**src/rtl/scsi_io_arb_if.sv**
```systemverilog
// Bus bundle between two SCSI targets, the arbiter and the SD/io controller.
// Targets read sd_buff_addr/sd_buff_dout straight off this bundle, so the broadcast is a plain wire fan-out.
interface scsi_io_arb_if;
    logic [31:0] t0_lba;
    logic [31:0] t1_lba;
    logic        t0_rd;
    logic        t0_wr;
    logic        t1_rd;
    logic        t1_wr;
    logic        t0_ack;
    logic        t1_ack;
    logic [7:0]  t0_buff_din;
    logic [7:0]  t1_buff_din;
    logic        t0_buff_wr;
    logic        t1_buff_wr;
    logic [31:0] sd_lba;
    logic        sd_rd;
    logic        sd_wr;
    logic        sd_ack;
    logic [8:0]  sd_buff_addr;
    logic [7:0]  sd_buff_dout;
    logic [7:0]  sd_buff_din;
    logic        sd_buff_wr;
    logic        grant_id;
    logic        busy;
    logic        timeout_err;

    modport slave (
        input  t0_lba, t1_lba, t0_rd, t0_wr, t1_rd, t1_wr,
        input  t0_buff_din, t1_buff_din, sd_ack, sd_buff_wr,
        output t0_ack, t1_ack, t0_buff_wr, t1_buff_wr,
        output sd_lba, sd_rd, sd_wr, sd_buff_din, grant_id, busy, timeout_err
    );

    modport master (
        output t0_lba, t1_lba, t0_rd, t0_wr, t1_rd, t1_wr,
        output t0_buff_din, t1_buff_din, sd_ack, sd_buff_wr, sd_buff_addr, sd_buff_dout,
        input  t0_ack, t1_ack, t0_buff_wr, t1_buff_wr,
        input  sd_lba, sd_rd, sd_wr, sd_buff_din, grant_id, busy, timeout_err
    );
endinterface

```
**src/rtl/scsi_io_arb.sv**
```systemverilog
// Round-robin arbiter sharing one SD/io controller between two SCSI targets,
// with a per-transaction watchdog that aborts a stalled controller handshake.
module scsi_io_arb #(
    parameter logic [23:0] TIMEOUT = 24'd10000000
) (
    input  logic         clk,
    input  logic         rst_n,
    scsi_io_arb_if.slave bus
);

    typedef enum logic [1:0] {IDLE, REQ, XFER, ABORT} state_t;

    state_t      state, state_nx;
    logic        gnt, gnt_nx;
    logic        last, last_nx;
    logic        op_wr, op_wr_nx;
    logic [31:0] lba, lba_nx;
    logic [23:0] cnt, cnt_nx;
    logic        pend0, pend1, pick;
    logic        active, abort;

    assign pend0 = bus.t0_rd | bus.t0_wr;
    assign pend1 = bus.t1_rd | bus.t1_wr;

    // NOTE: state registers use non-blocking assignments so every flop samples pre-edge values.
    always_ff @(posedge clk or negedge rst_n) begin
        if (!rst_n) begin
            state <= IDLE;
            gnt   <= 1'b0;
            last  <= 1'b1;
            op_wr <= 1'b0;
            lba   <= '0;
            cnt   <= '0;
        end else begin
            state <= state_nx;
            gnt   <= gnt_nx;
            last  <= last_nx;
            op_wr <= op_wr_nx;
            lba   <= lba_nx;
            cnt   <= cnt_nx;
        end
    end

    // NOTE: every signal gets a hold default before the case so no path leaves it unassigned (no latches).
    always_comb begin
        state_nx = state;
        gnt_nx   = gnt;
        last_nx  = last;
        op_wr_nx = op_wr;
        lba_nx   = lba;
        cnt_nx   = cnt;
        pick     = pend1;
        unique case (state)
            IDLE: begin
                if (pend0 && pend1) pick = ~last;
                if (pend0 || pend1) begin
                    gnt_nx   = pick;
                    lba_nx   = pick ? bus.t1_lba : bus.t0_lba;
                    op_wr_nx = pick ? bus.t1_wr : bus.t0_wr;
                    cnt_nx   = '0;
                    state_nx = REQ;
                end
            end
            REQ, XFER: begin
                // Watchdog wins over a handshake step landing on the same edge.
                if (cnt == TIMEOUT - 24'd1) begin
                    state_nx = ABORT;
                end else begin
                    cnt_nx = cnt + 24'd1;
                    if (state == REQ && bus.sd_ack) begin
                        state_nx = XFER;
                    end else if (state == XFER && !bus.sd_ack) begin
                        state_nx = IDLE;
                        last_nx  = gnt;
                    end
                end
            end
            ABORT: begin
                state_nx = IDLE;
                last_nx  = gnt;
            end
            default: state_nx = IDLE;
        endcase
    end

    assign active = (state == REQ) || (state == XFER);
    assign abort  = (state == ABORT);

    // Strobes are combinational off state so reset kills them without waiting for an edge.
    assign bus.t0_ack      = ((bus.sd_ack & active) | abort) & ~gnt;
    assign bus.t1_ack      = ((bus.sd_ack & active) | abort) &  gnt;
    assign bus.t0_buff_wr  = bus.sd_buff_wr & active & ~gnt;
    assign bus.t1_buff_wr  = bus.sd_buff_wr & active &  gnt;
    assign bus.sd_rd       = (state == REQ) & ~op_wr;
    assign bus.sd_wr       = (state == REQ) &  op_wr;
    assign bus.sd_lba      = lba;
    assign bus.sd_buff_din = gnt ? bus.t1_buff_din : bus.t0_buff_din;
    assign bus.grant_id    = gnt;
    assign bus.busy        = (state != IDLE);
    assign bus.timeout_err = abort;

endmodule

```
**src/flat_wrapper.sv**
```systemverilog
// flat-port wrapper written by rule: the top's interface ports become plain ports
module scsi_io_arb_flat 
#(
    parameter logic [23:0] TIMEOUT = 24'd10000000
)
  (clk, rst_n, bus_t0_lba, bus_t1_lba, bus_t0_rd, bus_t0_wr, bus_t1_rd, bus_t1_wr, bus_t0_buff_din, bus_t1_buff_din, bus_sd_ack, bus_sd_buff_wr, bus_t0_ack, bus_t1_ack, bus_t0_buff_wr, bus_t1_buff_wr, bus_sd_lba, bus_sd_rd, bus_sd_wr, bus_sd_buff_din, bus_grant_id, bus_busy, bus_timeout_err);
  scsi_io_arb_if bus_i ();
  input  logic clk;
  input  logic rst_n;
  input wire logic [$bits(bus_i.t0_lba)-1:0] bus_t0_lba;
  input wire logic [$bits(bus_i.t1_lba)-1:0] bus_t1_lba;
  input wire logic [$bits(bus_i.t0_rd)-1:0] bus_t0_rd;
  input wire logic [$bits(bus_i.t0_wr)-1:0] bus_t0_wr;
  input wire logic [$bits(bus_i.t1_rd)-1:0] bus_t1_rd;
  input wire logic [$bits(bus_i.t1_wr)-1:0] bus_t1_wr;
  input wire logic [$bits(bus_i.t0_buff_din)-1:0] bus_t0_buff_din;
  input wire logic [$bits(bus_i.t1_buff_din)-1:0] bus_t1_buff_din;
  input wire logic [$bits(bus_i.sd_ack)-1:0] bus_sd_ack;
  input wire logic [$bits(bus_i.sd_buff_wr)-1:0] bus_sd_buff_wr;
  output wire logic [$bits(bus_i.t0_ack)-1:0] bus_t0_ack;
  output wire logic [$bits(bus_i.t1_ack)-1:0] bus_t1_ack;
  output wire logic [$bits(bus_i.t0_buff_wr)-1:0] bus_t0_buff_wr;
  output wire logic [$bits(bus_i.t1_buff_wr)-1:0] bus_t1_buff_wr;
  output wire logic [$bits(bus_i.sd_lba)-1:0] bus_sd_lba;
  output wire logic [$bits(bus_i.sd_rd)-1:0] bus_sd_rd;
  output wire logic [$bits(bus_i.sd_wr)-1:0] bus_sd_wr;
  output wire logic [$bits(bus_i.sd_buff_din)-1:0] bus_sd_buff_din;
  output wire logic [$bits(bus_i.grant_id)-1:0] bus_grant_id;
  output wire logic [$bits(bus_i.busy)-1:0] bus_busy;
  output wire logic [$bits(bus_i.timeout_err)-1:0] bus_timeout_err;
  assign bus_i.t0_lba = bus_t0_lba;
  assign bus_i.t1_lba = bus_t1_lba;
  assign bus_i.t0_rd = bus_t0_rd;
  assign bus_i.t0_wr = bus_t0_wr;
  assign bus_i.t1_rd = bus_t1_rd;
  assign bus_i.t1_wr = bus_t1_wr;
  assign bus_i.t0_buff_din = bus_t0_buff_din;
  assign bus_i.t1_buff_din = bus_t1_buff_din;
  assign bus_i.sd_ack = bus_sd_ack;
  assign bus_i.sd_buff_wr = bus_sd_buff_wr;
  assign bus_t0_ack = bus_i.t0_ack;
  assign bus_t1_ack = bus_i.t1_ack;
  assign bus_t0_buff_wr = bus_i.t0_buff_wr;
  assign bus_t1_buff_wr = bus_i.t1_buff_wr;
  assign bus_sd_lba = bus_i.sd_lba;
  assign bus_sd_rd = bus_i.sd_rd;
  assign bus_sd_wr = bus_i.sd_wr;
  assign bus_sd_buff_din = bus_i.sd_buff_din;
  assign bus_grant_id = bus_i.grant_id;
  assign bus_busy = bus_i.busy;
  assign bus_timeout_err = bus_i.timeout_err;
  scsi_io_arb #(.TIMEOUT(TIMEOUT)) u_core (.clk(clk), .rst_n(rst_n), .bus(bus_i));
endmodule
```
**config.mk**
```make
export PLATFORM = sky130hd
export DESIGN_NAME = scsi_io_arb_flat
export DESIGN_NICKNAME = d
export VERILOG_FILES = /design/src/rtl/scsi_io_arb_if.sv /design/src/rtl/scsi_io_arb.sv /design/src/flat_wrapper.sv
export SDC_FILE = /design/constraint.sdc
export NUM_CORES = 1
export LEC_CHECK = 0
export ABC_AREA = 1
export BUFFER_PORTS_ARGS = -buffer_cell sky130_fd_sc_hd__buf_4
export CORE_MARGIN = 5
export CORE_UTILIZATION = 45
export CTS_BUF_LIST = sky130_fd_sc_hd__clkbuf_4 sky130_fd_sc_hd__clkbuf_8
export CTS_CLUSTER_DIAMETER = 150
export CTS_CLUSTER_SIZE = 28
export DETAILED_ROUTE_END_ITERATION = 16
export MAX_ROUTING_LAYER = met4
export PLACE_DENSITY = 0.86
export SLEW_MARGIN = 5
export SYNTH_ARGS = -nofsm -noshare
export SYNTH_HDL_FRONTEND = slang
export SYNTH_SLANG_ARGS = --single-unit
export TNS_END_PERCENT = 30
```
**constraint.sdc**
```tcl
create_clock -name clk -period 4.3 [get_ports clk]
set_input_delay 0.645 -clock clk [delete_from_list [all_inputs] [get_ports clk]]
set_output_delay 0.645 -clock clk [all_outputs]
set_load 0.05 [all_outputs]
```
---- Yosys cells after proc, flatten, opt, wreduce, memory -nomap -nowiden ----
Cells that the tools add are included.
cells by class
  equality and inequality tests ........... 9
  $add $sub $neg .......................... 1
  shift-type cells ........................ 0
  $mul .................................... 0
  mux-type cells .......................... 17
  reduce and logical (&&, ||, !) cells .... 15
  divide/modulo/power cells ............... 0
  bitwise gates (word level) .............. 14
  $lt $le $gt $ge ......................... 0
operators by type and width
  kind                   number
  $mux 24                2
  $pmux 24 s2            1
  $mux 32                1
  $add 24x1->24 const B  1
  $eq 24x24->1 const B   1
  $and 1x1->1            8
  $mux 2                 4
  $mux 8                 1
  $mux 1                 6
  $pmux 2 s3             1
  $reduce_bool 2->1      3
  $eq 2x2->1 const B     2
  $ne 2x1->1 const B     2
  $ne 2x2->1 const B     2
  $ne 4x1->1 const B     1
  $reduce_and 2->1       2
  $reduce_and 4->1       1
  $logic_and 1x1->1      3
  $not 1->1              3
  $or 1x1->1             3
  $reduce_and 3->1       1
  $eq 2x1->1 const B     1
  $logic_not 2->1        1
  $logic_or 1x1->1       2
  other kinds (3)        3
word-level totals
  RAM bits ................................ 0
  memories ................................ 0
  latch bits .............................. 0
  register bits after elaboration ......... 61
  ROM bits ................................ 0
  input port bits ......................... 88
  word-level logic and storage cells ...... 62

---- Longest topological paths before layout ----
Gate-level depths: netlist of the first run.
  word-level depth ........................ 6
  mapped depth ............................ 10

---- Worst setup path after synthesis of the first run ----
No wires, ideal clock.
  kind .................................... reg-to-output
  start point ............................. reg u_core.gnt (netlist: u_core.bus.grant_id)
  end point ............................... out bus_t1_buff_wr
  stages on the path, launching flop included .. 3
  path buffers ............................ 0
  data required time ...................... 3.655 ns
  arrival time ............................ 2.149 ns
  path slack .............................. 1.506 ns
  cell sequence ........................... dfrtp_1 > clkinv_1 > nor3_1
between the ends
  cells in the longest elaborated chain, start to end .. 1
RTL lines
  element                 RTL line            text
  start, declared         scsi_io_arb.sv:14   logic gnt, gnt_nx;
  start signal, assigned  scsi_io_arb.sv:36   gnt <= gnt_nx;
  $and 1x1->1             scsi_io_arb.sv:93   assign bus.t1_buff_wr = bus.sd_buff_wr & active & gnt;
  end, declared           flat_wrapper.sv:23  output wire logic [$bits(bus_i.t1_buff_wr)-1:0] bus_t1_buff_wr;
No other way between the ends.

---- Worst setup path after layout of the first run ----
  start point ............................. reg u_core.state[0]
  end point ............................... out bus_t0_buff_wr
between the ends
  cells in the longest elaborated chain, start to end .. 4
  elaborated cells on any way between the ends .. 5
  classes of those cells .................. 2 x eq/ne; 2 x bitwise; 1 x reduce/logical
RTL lines
  element                                   RTL line            text
  start, declared                           scsi_io_arb.sv:13   state_t state, state_nx;
  start signal, assigned                    scsi_io_arb.sv:35   state <= state_nx;
  $eq 2x1->1 or $eq 2x2->1 (tied branches)  scsi_io_arb.sv:86   assign active = (state == REQ) || (state == XFER);
  $logic_or 1x1->1 (*)                      scsi_io_arb.sv:86
  $and 1x1->1 (*) (2 in a row)              scsi_io_arb.sv:92   assign bus.t0_buff_wr = bus.sd_buff_wr & active & ~gnt;
  end, declared                             flat_wrapper.sv:22  output wire logic [$bits(bus_i.t0_buff_wr)-1:0] bus_t0_buff_wr;
Every way passes the cells marked *; elsewhere a longest branch is shown, timed or not.

==> results of run 1 <==
-- worst max-delay path, stage by stage (launching register included) --
cell and delay, ns:
dfrtp_1 0.41, inv_1 0.08, ha_1 0.45, inv_2 0.17, nor3_1 0.22, buf_4 0.23
-- flip-flops by register name (all words and copies together) (netlist names) --
signal and cells:
u_core.bus.sd_lba 32, u_core.op_wr 1, u_core.state 2, u_core.cnt 24
u_core.bus.grant_id 1, u_core.last 1
-- per-layer routing --
metal / track usage / vias up
li1: - / 1910
met1: 0.256 / 1811
met2: 0.377 / 136
met3: 0.0470 / 28
met4: 0.0956 / 0
met5: - / -
-- synthesized netlist by cell type, types with 2 or more instances --
| master | count |
|---|---|
| a21oi_1 | 68 |
| buf_2 | 6 |
| buf_6 | 2 |
| clkbuf_1 | 9 |
| dfrtp_1 | 60 |
| ha_1 | 5 |
| inv_1 | 33 |
| inv_2 | 5 |
| nand2_1 | 200 |
| nand2_2 | 2 |
| nand3_1 | 24 |
| nand3b_1 | 4 |
| nand4_1 | 4 |
| nor2_1 | 65 |
| nor2_2 | 4 |
| nor3_1 | 6 |
| nor3b_1 | 2 |
| o21ai_0 | 4 |
| or2_2 | 2 |
| xor2_1 | 8 |
-- logic make-up after synthesis --
| group | after synthesis | share of synthesized area |
|---|---|---|
| compound gates | 75 | 0.110 |
| buf+inv | 58 | 0.0676 |
| xor+xnor | 8 | 0.0194 |
| flops | 61 | 0.423 |
| fa+ha+maj | 5 | 0.0173 |
| simple gates | 317 | 0.362 |
-- power groups by stage --
stage	Clock, mW	Sequential, mW	Combinational [mW]
2_1_floorplan	0	1.44	1.10
3_3_place_gp	0	0.910	2.22
3_5_place_dp	0	0.917	2.28
4_1_cts	0.494	0.911	2.28
5_1_grt	0.521	0.943	2.45
6_report	0.483	0.913	2.28
-- per-stage QoR --
stage	std cells	util	cell area [um^2]	power [mW]
after global placement	744	0.601	4670	3.13
after detailed placement	744	0.601	4670	3.19
after floorplan	524	-	3610	2.54
after CTS	759	0.625	4850	3.69
final	759	0.625	4850	3.67
after global routing	759	0.625	4850	3.91
-- area by class of cell --
class                      count  area [um^2]
inverter                      39          146
clock buffer                  12          165
clock inverter                 3         20.0
fill                         689         2920
tap                          102          128
sequential                    61         1530
multi-input combinational    405         1840
timing repair buffer         137         1030
-- how the worst min path moves through the flow --
stage / from / end / cells past startpoint
after floorplan: rst_n / u_core.bus.grant_id / 0
after global placement: u_core.last / u_core.last / 2
after detailed placement: u_core.last / u_core.last / 2
after CTS: rst_n / u_core.cnt[22] / 1
after global routing: rst_n / u_core.cnt[22] / 1
final: rst_n / u_core.cnt[22] / 1
==> metrics, run 1 <==
status complete, no violations; vias in the first global route roughly 3.8k; Combinational Power Share 0.620; worst min-delay path class input port to asynchronous set/reset pin; #FFs+latches synth 61; dominant cells by area after synthesis dfrtp_1, nand2_1, a21oi_1; Clock Sinks just over 60; final hold slack approximately 0.38 ns; CP startpoint u_core.state[0]; post-CTS repair timing setup buffer count 0; row cnt 32; cts repair resizes 0; sequential share of the synthesized area 0.423; vias post-DR 3885; Final min period between 2 and 3 ns; core box area around 7800 um^2; Distinct cells, synth 31; highest clock rate around 390 MHz; part of the cycle the worst path needs 0.593; static leakage power around 2.5 nW; Layout Nets between 700 and 800; synthesized area approximately 3600 um^2; DR iter-0 viols 277; Hold Buf Count CTS 0; P_int around 1.7 mW; post-route ant nets 0; global route overflow 0; power per cell area roughly 760 nW/um^2; CP required about 3.7 ns; area leader, netlist dfrtp_1; number of diodes 0; clk buf depth 2; total track usage 0.223; Hold Vio Cnt, Final 0; routability congestion estimate about 0.94; unrepaired setup endpoints after global routing no; H-tree levels 3; Most used DFF post-synth dfrtp_1; critical path peak fanout 9; clock transition at the registers of the reported paths approximately 0.070 ns; top cell type's share of synthesized area 0.416; CTS tree done; reg-to-reg endpoint u_core.bus.sd_lba[29]; worst skew pair latency roughly 0.34 ns; sequential power share 0.249; hpwl dp ~8000 um; synthesized area per cell ~7 um^2; initial core utilization 0.465; Post-Synthesis Cells between 500 and 600; final setup fails 0; pin count of the biggest net entering global routing 62; Crit. End Element output port; global-route wire length before repair between 15000 and 20000 um; dpl ws 1.83 ns; syn nets between 600 and 700; Arrival @ worst endpoint ~1.9 ns; skew final slightly above 0.008 ns; drt wl/cell roughly 14 um; Synth warnings 0; met3 wire len approximately 590 um; via density per instance ~5.1; Post-synth EDFFs 0; die height about 100 um; I/O Pins between 100 and 150; drt drc 0; TritonCTS buffer count 9; asr flop ratio synth 1.00; final setup margin approximately 1.8 ns; initial antenna violation count 0; top routing layer in use met4; crit path capture bus_t0_buff_wr; CP Launch Type flip-flop; Switching Share 0.549; FF-to-FF setup slack roughly 2.0 ns; r2r startpoint u_core.state[0]; critical path class flip-flop to output port; Die X 99.5 um; peak supply drop ~0.00043 V; clock group share of total power 0.132; Buffers on Ports between 100 and 150; drt total wl 10800 um; Root Buffer clkbuf_8; Slew Limit Fails 0; wire length on met2 5580 um; met1 WL approximately 4200 um; setup_tns 0 ns; R2R depth 6; Max-slew headroom 0.347; layout cell share with drive strength beyond 1 0.260; Die ar. approximately 10000 um^2; synthesis-to-finish area growth 34.5%; sw power slightly above 2 mW; maxcap violations 0; worst slew pin tran about 0.98 ns; DRT Pass-1 Iters 5; commonest non-fill, non-tap cell in the layout nand2_1; most frequent cells in the layout nand2_1, buf_4, a21oi_1
No activity file was read; power rests on OpenSTA's default activity.
==> run 2, diff against run 1 <==
--- a/config.mk
+++ b/config.mk
@@ -5,7 +5,7 @@
 export SDC_FILE = /design/constraint.sdc
 export NUM_CORES = 1
 export LEC_CHECK = 0
-export ABC_AREA = 1
+export ABC_AREA = 0
 export BUFFER_PORTS_ARGS = -buffer_cell sky130_fd_sc_hd__buf_4
 export CORE_MARGIN = 5
 export CORE_UTILIZATION = 45
@@ -14,7 +14,7 @@
 export CTS_CLUSTER_SIZE = 28
 export DETAILED_ROUTE_END_ITERATION = 16
 export MAX_ROUTING_LAYER = met4
-export PLACE_DENSITY = 0.86
+export PLACE_DENSITY = 0.9
 export SLEW_MARGIN = 5
 export SYNTH_ARGS = -nofsm -noshare
 export SYNTH_HDL_FRONTEND = slang
==> constraint.sdc (replaced) <==
create_clock -name clk -period 2.3 [get_ports clk]
set_input_delay 0.345 -clock clk [delete_from_list [all_inputs] [get_ports clk]]
set_output_delay 0.345 -clock clk [all_outputs]
set_load 0.05 [all_outputs]
==> metrics, run 2 <==
status complete, no violations; worst min-delay path class input port to asynchronous set/reset pin; Post-DP Area about 4600 um^2; clock transition at the registers of the reported paths roughly 0.08 ns; Finished Core Util 0.633; maxcap violations 0; vias in the first global route 3394; Simple-Gate Fraction of Synth Area 0.191; hpwl dp roughly 7400 um; Arrival @ worst endpoint 2.35 ns; fin area 4820 um^2; H-tree levels 3; Root Buffer clkbuf_8; part of the cycle the worst path needs 0.928; DR iter-0 viols 200; global route overflow 0; row cnt 32; most frequent cells after synthesis nand2_1, dfrtp_1, o21ai_0, mux2i_1, a31oi_1; Crit-path slowest cell or4_4; CP Cell Sequence ha_1 > nand3_4 > or4_4 > a21o_1 > a221o_1; most frequent cells in the layout buf_4, nand2_1, dfrtp_1; fill count 622; clk buf depth 2; reg-to-reg endpoint u_core.state[0]; drt total wl roughly 10000 um; setup_tns 0 ns; Die X ~100 um; combinational family with the most area after synthesis simple AND/OR/NAND/NOR gates; r2r startpoint u_core.cnt[0]; Final min period between 2 and 2.5 ns; via density per instance 5.45; I/O Pins between 100 and 150; FF-to-FF setup slack roughly 0.17 ns; crit-path max cell delay a little over 0.5 ns; Max-slew headroom 0.480; initial antenna violation count 0; Compound-Gate Fraction of Synth Area 0.174; top-count cell post-synth nand2_1; Tot Pwr ~6.8 mW; skew final between 0.01 and 0.015 ns; drt drc 0; syn nets about 460; Crit. End Element flip-flop; Buffers on Ports between 100 and 150; Clock Sinks between 60 and 70; post-route ant nets 0; highest clock rate between 400 and 500 MHz; CP required ~2.5 ns; Adder-Cell Fraction of Synth Area 0.0181; max reg flops 32; drt wl/cell ~16 um; Post-Synthesis Cells 365; worst slew pin tran around 0.78 ns; Layout Nets about 600; CP Launch Type flip-flop; die height approximately 98 um; final setup fails 0; TritonCTS buffer count 9; power per cell area around 1400 nW/um^2; commonest non-fill, non-tap cell in the layout buf_4; core box area around 7600 um^2; initial core utilization 0.455; area leader, netlist dfrtp_1; number of diodes 0; vias post-DR approximately 3.3k; Distinct cells, synth 51; worst skew pair latency around 0.33 ns; unrepaired setup endpoints after global routing no; DRT Pass-1 Iters 4; synthesis-to-finish area growth 39.2%; layout cell share with drive strength beyond 1 0.372; R2R depth 5; synthesized area roughly 3500 um^2; Hold Vio Cnt, Final 0; asr flop ratio synth 1.00; Post-Synth XOR/XNOR Area 0; static leakage power ~2.3 nW; Synth warnings 0; CTS tree done; critical path peak fanout 7; Die ar. 9540 um^2; post-CTS repair timing setup buffer count 0; global-route wire length before repair 16400 um; pin count of the biggest net entering global routing between 60 and 70; Post-synth EDFFs 0; Slew Limit Fails 0; synthesized area per cell between 9 and 10 um^2; sequential share of the synthesized area 0.442; total track usage 0.212; critical path class flip-flop to flip-flop; Hold Buf Count CTS 0; peak supply drop 0.000918 V; cts repair resizes 0; Most used DFF post-synth dfrtp_1; top cell type's share of synthesized area 0.434; routability congestion estimate between 0.9 and 1; #FFs+latches synth roughly 60; mux cell area share after synthesis 0.128; dominant cells by area after synthesis dfrtp_1, mux2i_1, nand2_1
==> run 2: cell types whose count changed after synthesis, moves of 5 or more <==
| cell | change |
|---|---|
| nand2_1 | -137 |
| a21oi_1 | -52 |
| nor2_1 | -51 |
| o21ai_0 | +43 |
| mux2i_1 | +33 |
| inv_1 | -26 |
| a31oi_1 | +20 |
| nand3_1 | -14 |
| mux2_2 | +10 |
| xor2_1 | -8 |
| inv_2 | -5 |
==> run 2: cell families (layout without fill, tap and decap cells) <==
| family | count (synthesis) | count (layout) |
|---|---|---|
| simple gates | 125 | 125 |
| buf+inv | 29 | 172 |
| compound gates | 102 | 102 |
| flops | 61 | 61 |
| fa+ha+maj | 5 | 5 |
| mux | 43 | 43 |
==> run 2: report_power, final <==
group          switching, mW  internal, mW  leakage (nW)  total (mW)
clock network          0.456         0.504        0.0918       0.960
logic                   2.77          1.39          1.41        4.16
registers              0.278          1.44         0.782        1.71
total                   3.50          3.33          2.29        6.84
==> run 2: worst max-delay path: cells and delay by family, from the launching register on <==
kind / cells / cell delay [ns]
AOI/OAI and AO/OA: 2 / 0.53
adders and majority gates: 1 / 0.37
DFF: 1 / 0.46
and+or+nand+nor: 2 / 0.66
==> run 2: worst max path at each step <==
stage,start,slack (ns),end,cells after the start
6_report,u_core.cnt[0],0.17,u_core.state[0],5
2_1_floorplan,u_core.bus.grant_id,0.17,bus_t1_ack,2
3_5_place_dp,u_core.cnt[0],0.20,u_core.state[0],5
4_1_cts,u_core.cnt[0],0.18,u_core.state[0],5
5_1_grt,u_core.state[0],0.01,u_core.cnt[6],8
3_3_place_gp,u_core.state[0],0.29,u_core.cnt[21],7
==> run 2: cell type report <==
type / instances / area [um^2] / share of cell area
clock buffer: 9 / 124 / 0.0257
multi-input combinational: 275 / 1780 / 0.369
inverter: 7 / 26.3 / 0.00546
timing repair buffer: 149 / 1160 / 0.240
tap: 102 / 128 / 0.0265
clock inverter: 7 / 75.1 / 0.0156
sequential: 61 / 1530 / 0.317
==> run 2: per-layer routing <==
metal | share of wire | vias up | wire length [um] | GRT usage
met5 | 0 | - | 0 | -
met2 | 0.54 | 111 | 5350 | 0.369
met3 | 0.048 | 15 | 479 | 0.0366
met4 | 0.017 | 0 | 170 | 0.0809
li1 | - | 1610 | - | -
met1 | 0.40 | 1586 | 3950 | 0.245
==> run 2: stage by stage <==
stage	hold slack, ns	worst slack [ns]	cells
final	0.104	0.166	610
after global placement	0.463	0.288	594
after detailed placement	0.472	0.204	594
after floorplan	0.0494	0.171	365
after global routing	0.154	0.0101	610
after CTS	0.114	0.180	610
